==> src/rtl/panda_risc_v_imem_loader_pkg.sv <==
// Shared types and AXI constants for the instruction-memory AXI loader.
package panda_risc_v_imem_loader_pkg;

  typedef enum logic [2:0] {
    ST_IDLE,
    ST_AW,
    ST_W,
    ST_B,
    ST_DONE
  } state_e;

  localparam logic [1:0]  BURST_INCR = 2'b01;
  localparam logic [2:0]  SIZE_4B    = 3'b010;
  localparam logic [1:0]  RESP_OKAY  = 2'b00;
  localparam int unsigned FOUR_KB    = 4096;

endpackage

==> src/rtl/panda_risc_v_imem_loader_blen.sv <==
// Burst length calculator: beats = min(remaining, MAX_BURST_LEN, words left in the 4 KB page).
module panda_risc_v_imem_loader_blen
  import panda_risc_v_imem_loader_pkg::*;
#(
  parameter int unsigned MAX_BURST_LEN = 16
) (
  input  logic [9:0]  i_word_lo,
  input  logic [15:0] i_remain,
  output logic [8:0]  o_beats
);

  localparam logic [10:0] PAGE_WORDS = 11'(FOUR_KB / 4);

  logic [10:0] w_to_bound;
  logic [15:0] w_min_len;
  logic [15:0] w_min_all;

  always_comb begin
    // i_word_lo is the word index inside the page, so this is 1..1024
    w_to_bound = PAGE_WORDS - {1'b0, i_word_lo};
    w_min_len  = (i_remain < 16'(MAX_BURST_LEN)) ? i_remain : 16'(MAX_BURST_LEN);
    w_min_all  = ({5'd0, w_to_bound} < w_min_len) ? {5'd0, w_to_bound} : w_min_len;
    o_beats    = w_min_all[8:0];
  end

endmodule

==> src/rtl/panda_risc_v_imem_axi_loader.sv <==
// AXI4 write master that streams a program image into instruction memory in 4 KB-safe INCR bursts.
// Optional checksum of written words: define PANDA_IMEM_LOADER_CHKSUM_EN.
module panda_risc_v_imem_axi_loader
  import panda_risc_v_imem_loader_pkg::*;
#(
  parameter logic [31:0] BASE_ADDR     = 32'h0000_0000,
  parameter int unsigned MAX_BURST_LEN = 16,
  parameter int          SIM_DELAY     = 1
) (
  input  logic        aclk,
  input  logic        aresetn,
  input  logic        load_start,
  input  logic [31:0] load_baseaddr,
  input  logic [15:0] load_word_n,
  output logic        load_busy,
  output logic        load_done,
  output logic        load_err,
  output logic [31:0] load_chksum,
  input  logic [31:0] s_data_data,
  input  logic        s_data_valid,
  output logic        s_data_ready,
  output logic [31:0] m_axi_awaddr,
  output logic [1:0]  m_axi_awburst,
  output logic [7:0]  m_axi_awlen,
  output logic [2:0]  m_axi_awsize,
  output logic        m_axi_awvalid,
  input  logic        m_axi_awready,
  output logic [31:0] m_axi_wdata,
  output logic [3:0]  m_axi_wstrb,
  output logic        m_axi_wlast,
  output logic        m_axi_wvalid,
  input  logic        m_axi_wready,
  input  logic [1:0]  m_axi_bresp,
  input  logic        m_axi_bvalid,
  output logic        m_axi_bready
);

  if (MAX_BURST_LEN < 1 || MAX_BURST_LEN > 256 || SIM_DELAY < 0) begin : g_bad_param
    $error("panda_risc_v_imem_axi_loader: illegal parameter value");
  end

  state_e      r_state;
  state_e      w_state_nxt;
  logic [31:0] r_addr;
  logic [15:0] r_remain;
  logic [8:0]  r_beats;
  logic [8:0]  r_bcnt;
  logic        r_err;

  logic [8:0]  w_beats_calc;
  logic [15:0] w_remain_left;
  logic        w_start_acc;
  logic        w_aw_hs;
  logic        w_w_hs;
  logic        w_b_hs;
  logic        w_last_beat;
  logic        w_unused_baseaddr_lsb;

  assign w_unused_baseaddr_lsb = ^load_baseaddr[1:0];

  panda_risc_v_imem_loader_blen #(
    .MAX_BURST_LEN(MAX_BURST_LEN)
  ) u_blen (
    .i_word_lo(r_addr[11:2]),
    .i_remain (r_remain),
    .o_beats  (w_beats_calc)
  );

  assign w_start_acc   = (r_state == ST_IDLE) && load_start;
  assign w_aw_hs       = m_axi_awvalid && m_axi_awready;
  assign w_w_hs        = m_axi_wvalid && m_axi_wready;
  assign w_b_hs        = m_axi_bvalid && m_axi_bready;
  assign w_last_beat   = (r_bcnt == (r_beats - 9'd1));
  assign w_remain_left = r_remain - {7'd0, r_beats};
  assign load_err      = r_err;

  always_ff @(posedge aclk) begin
    if (!aresetn) begin
      r_state <= ST_IDLE;
    end else begin
      r_state <= w_state_nxt;
    end
  end

  // Address/remaining only move at job start and after each B response, so the
  // burst calculator output is stable for the whole AW phase.
  always_ff @(posedge aclk) begin
    if (!aresetn) begin
      r_addr   <= '0;
      r_remain <= '0;
      r_beats  <= '0;
      r_bcnt   <= '0;
      r_err    <= 1'b0;
    end else begin
      if (w_start_acc) begin
        r_addr   <= BASE_ADDR + {load_baseaddr[31:2], 2'b00};
        r_remain <= load_word_n;
        r_err    <= 1'b0;
      end
      if (w_aw_hs) begin
        r_beats <= w_beats_calc;
        r_bcnt  <= '0;
      end
      if (w_w_hs) begin
        r_bcnt <= r_bcnt + 9'd1;
      end
      if (w_b_hs) begin
        if (m_axi_bresp != RESP_OKAY) begin
          r_err <= 1'b1;
        end
        r_addr   <= r_addr + {21'd0, r_beats, 2'b00};
        r_remain <= w_remain_left;
      end
    end
  end

  always_comb begin
    w_state_nxt   = r_state;
    load_busy     = 1'b0;
    load_done     = 1'b0;
    m_axi_awaddr  = r_addr;
    m_axi_awburst = BURST_INCR;
    m_axi_awsize  = SIZE_4B;
    m_axi_awlen   = '0;
    m_axi_awvalid = 1'b0;
    m_axi_wdata   = s_data_data;
    m_axi_wstrb   = '1;
    m_axi_wlast   = 1'b0;
    m_axi_wvalid  = 1'b0;
    s_data_ready  = 1'b0;
    m_axi_bready  = 1'b0;
    unique case (r_state)
      ST_IDLE: begin
        if (load_start) begin
          w_state_nxt = (load_word_n == 16'd0) ? ST_DONE : ST_AW;
        end
      end
      ST_AW: begin
        load_busy     = 1'b1;
        m_axi_awvalid = 1'b1;
        m_axi_awlen   = w_beats_calc[7:0] - 8'd1;
        if (m_axi_awready) begin
          w_state_nxt = ST_W;
        end
      end
      ST_W: begin
        load_busy    = 1'b1;
        m_axi_wvalid = s_data_valid;
        s_data_ready = m_axi_wready;
        m_axi_wlast  = w_last_beat;
        if (s_data_valid && m_axi_wready && w_last_beat) begin
          w_state_nxt = ST_B;
        end
      end
      ST_B: begin
        load_busy    = 1'b1;
        m_axi_bready = 1'b1;
        if (m_axi_bvalid) begin
          w_state_nxt = (w_remain_left != 16'd0) ? ST_AW : ST_DONE;
        end
      end
      ST_DONE: begin
        load_done   = 1'b1;
        w_state_nxt = ST_IDLE;
      end
      default: begin
        w_state_nxt = ST_IDLE;
      end
    endcase
  end

`ifdef PANDA_IMEM_LOADER_CHKSUM_EN
  logic [31:0] r_chksum;

  always_ff @(posedge aclk) begin
    if (!aresetn) begin
      r_chksum <= '0;
    end else if (w_start_acc) begin
      r_chksum <= '0;
    end else if (w_w_hs) begin
      r_chksum <= r_chksum + m_axi_wdata;
    end
  end

  assign load_chksum = r_chksum;
`else
  assign load_chksum = '0;
`endif

endmodule
==> config.mk <==
export PLATFORM = sky130hd
export DESIGN_NAME = panda_risc_v_imem_axi_loader
export DESIGN_NICKNAME = d
export VERILOG_FILES = /design/src/rtl/panda_risc_v_imem_loader_pkg.sv /design/src/rtl/panda_risc_v_imem_loader_blen.sv /design/src/rtl/panda_risc_v_imem_axi_loader.sv
export SDC_FILE = /design/constraint.sdc
export NUM_CORES = 1
export LEC_CHECK = 0
export ABC_AREA = 1
export CAP_MARGIN = 25
export CORE_UTILIZATION = 30
export DETAILED_ROUTE_END_ITERATION = 7
export PLACE_DENSITY_LB_ADDON = 0.25
export RECOVER_POWER = 50
export SYNTH_ARGS = -nofsm -noshare
export SYNTH_HDL_FRONTEND = slang
export SYNTH_HIERARCHICAL = 1
export SYNTH_SLANG_ARGS = --single-unit
==> constraint.sdc <==
create_clock -name aclk -period 4.7 [get_ports aclk]
set_clock_uncertainty 0.1 [all_clocks]
set_input_delay 0.94 -clock aclk [delete_from_list [all_inputs] [get_ports aclk]]
set_output_delay 0.94 -clock aclk [all_outputs]
set_load 0.03 [all_outputs]
==> metrics.txt <==
# H-tree levels=3; share of post-route cells with drive strength above 1=0.121; Routed Antenna Nets=0; M3 GR Usage=0.0370; Seq. cell area=1370 µm²; first-pass GRT wire length=30400 µm; worst-path fanout max=5; Multi-input gate area=4160 µm²; hold_buf cts=0; drt pass-1 iters=4; Clock transition at path regs=50 ps; minimum clock period=4550 ps; Synth Area per Inst=6.30 µm²; CTS Root Cell=clkbuf_16; dominant synthesized flop cell=dfxtp_1; gr ovfl total=0; Post-synth ARST share=0; MaxCap Viol Count=0; core area=21100 µm²; Residual DRC=0; top cell type by total area after synthesis=dfxtp_1; Synth cell types=54; Starting Density=0.308; initial antenna violation count=1; Worst EP required=3660 ps; gr busiest metal=met2; die area=22200 µm²; worst skew pair latency=350 ps; top-area cell type share of the netlist area=0.210; dpl hpwl=14700 µm; startpoint types=flip-flop; FF-to-FF Start=r_state[2]; vias in the first global route=5824; crit path max-delay cell type=dfxtp_4; Filler Cells Inserted=2310; fmax=220 MHz; # IOs=210; Post-synth EDFFs=0; largest cells by area after synthesis=dfxtp_1, nand2_1, buf_4; Seq/Total Area, Yosys=0.210; gp weighted congestion=0.854; DR vias=6440; period utilization=0.968; DRT iter0 DRCs=329; final hold vios=0; # port buffers=100; Rel. slew slack=0.400; crit-path max cell delay=360 ps; crit path cell chain=inv_4 -> ha_4 -> nand2_4 -> nor2_4 -> nand2_2 -> or2_4 -> nor2_2 -> nand2_1 -> and2_4 -> ha_1 -> a21o_1 -> a21oi_2 -> buf_6 -> buf_4 -> nand3_1 -> nand2_1 -> inv_1 -> ha_4 -> or2_2 -> a21oi_2 -> buf_6; met1 usage=0.236; post-synthesis cell count=1030; Row Count=53; maximum VDD drop=0.000202 V; Layout area overhead=20.6%; Mapped Area=6490 µm²; Final Max Tran Viols=0; Worst Path Class, Setup=reg -> out; min-delay src=load_err; Final Setup Violations=0; clk buf depth=2; Tightest Pin Transition=898 ps; TritonCTS buffer count=9; flops & latches, synth=68; critical path arrival=3510 ps; Post-Route WL=19400 µm; die height=149 µm; yosys warns=6; die width=149 µm; pwr/cell area=570 nW/µm²; CTS tree=yes; GRT Overall Usage=0.177; wire per inst=14.0 µm; DR vias/cell=4.64; Final Core Density=0.371; status=finished clean; met2 Track Usage GR=0.278; CP Launch Point=m_axi_awaddr[2]; worst hold-check path type=reg -> reg; Fin Setup TNS=0 ps; fin nets=1230; leakage=3.44 nW; largest net degree at the start of global routing=47; Num Clock Sinks=68; crit end category=output pin
path summary, 6_finish.rpt:
| check | end | slack (ps) | cells after the start |
|---|---|---|---|
| max reg2reg | r_remain[5] | 1360 | 6 |
| max | m_axi_awlen[2] | 150 | 21 |
| min | load_err | 360 | 2 |
| min reg2reg | load_err | 360 | 2 |
critical path: cells and delay by family, from the launching register on:
kind / cells / cell delay (ps)
and+or+nand+nor: 10 / 1300
DFF: 1 / 360
adders and majority gates: 3 / 500
buffers and inverters: 5 / 540
AOI/OAI and AO/OA: 3 / 440
stage by stage:
step                power, mW  hold slack, ps  setup WS [ps]  cell area (µm²)  std cells
floorplan                2.90             357            132             6660       1076
global placement         3.51             359            393             7320       1356
detailed placement       3.53             357            367             7320       1356
CTS                      4.23             369           52.3             7610       1371
global route             4.86             371          -20.2             7820       1386
finish                   4.46             359            149             7820       1387
kinds of logic after synthesis:
kind of cell	synth area share
flops	0.210
fa+ha+maj	0.0679
compound gates	0.157
buf+inv	0.189
other cells	0.00174
simple gates	0.340
xor+xnor	0.0349
cell usage after synthesis (3+ instances only):
library cell    n
o21ai_2         3
buf_2           7
o21a_1          8
o21bai_1        7
nor4_1          8
a31oi_1        20
ha_1           32
nor2_2         10
clkbuf_1        9
nor2_1         71
conb_1          3
nand2_1       272
buf_4          81
a221oi_1        3
xor2_1         14
or2_2           7
nor3_2          8
o21ai_0        30
inv_1         114
nor2_4          4
a21oi_1        75
nand2_2         7
nand3_1        53
nor3_1         17
nand4_1        12
inv_2          23
dfxtp_1        68
xnor2_1        10
o221ai_1        4
a211oi_1        5
o21ai_1        12
registers in the layout, summed over array words and instances (netlist names):
register      flops
r_beats           9
load_err          1
r_bcnt            9
m_axi_awaddr     30
r_state           3
r_remain         16
routing by layer:
metal	routed length, µm	up-vias	part of all wire
li1	-	3370	-
met1	9120	2875	0.47
met2	8590	178	0.44
met3	1330	17	0.069
met4	364	0	0.019
met5	0	-	0
where the power goes:
part | internal [mW] | leakage (nW) | switching [mW]
registers | 0.690 | 0.558 | 0.176
clock network | 0.422 | 0.140 | 0.261
logic | 1.10 | 2.74 | 1.81
final cells by class:
| type | count | area share |
|---|---|---|
| multi-input cells | 770 | 0.532 |
| flip-flops and latches | 68 | 0.175 |
| repair buffers | 119 | 0.145 |
| inverters | 139 | 0.0676 |
| well taps | 275 | 0.0440 |
| clock buffers | 13 | 0.0320 |
| clock inverters | 2 | 0.00448 |
| diodes | 1 | 0.000320 |
what timing repair did:
action	CTS	global route
gates resized for setup	2	36
buffers inserted	0	15
hold endpoints to repair	0	0
setup endpoints to repair	2	7
pin swaps	0	17
layout by cell type (no fill, tap or decap), types with 9 or more instances in the layout:
master and instances:
a21oi_1 73, a31oi_1 20, buf_4 23, clkbuf_16 9, clkdlybuf4s50_1 60, conb_1 49
dfxtp_1 64, dlygate4sd3_1 33, ha_1 30, inv_1 109, inv_2 26, nand2_1 269
nand3_1 53, nand4_1 12, nor2_1 69, nor2_2 11, nor3_1 16, o21ai_0 29
o21ai_1 13, xnor2_1 10, xor2_1 14
No activity file was read; power rests on OpenSTA's default activity.
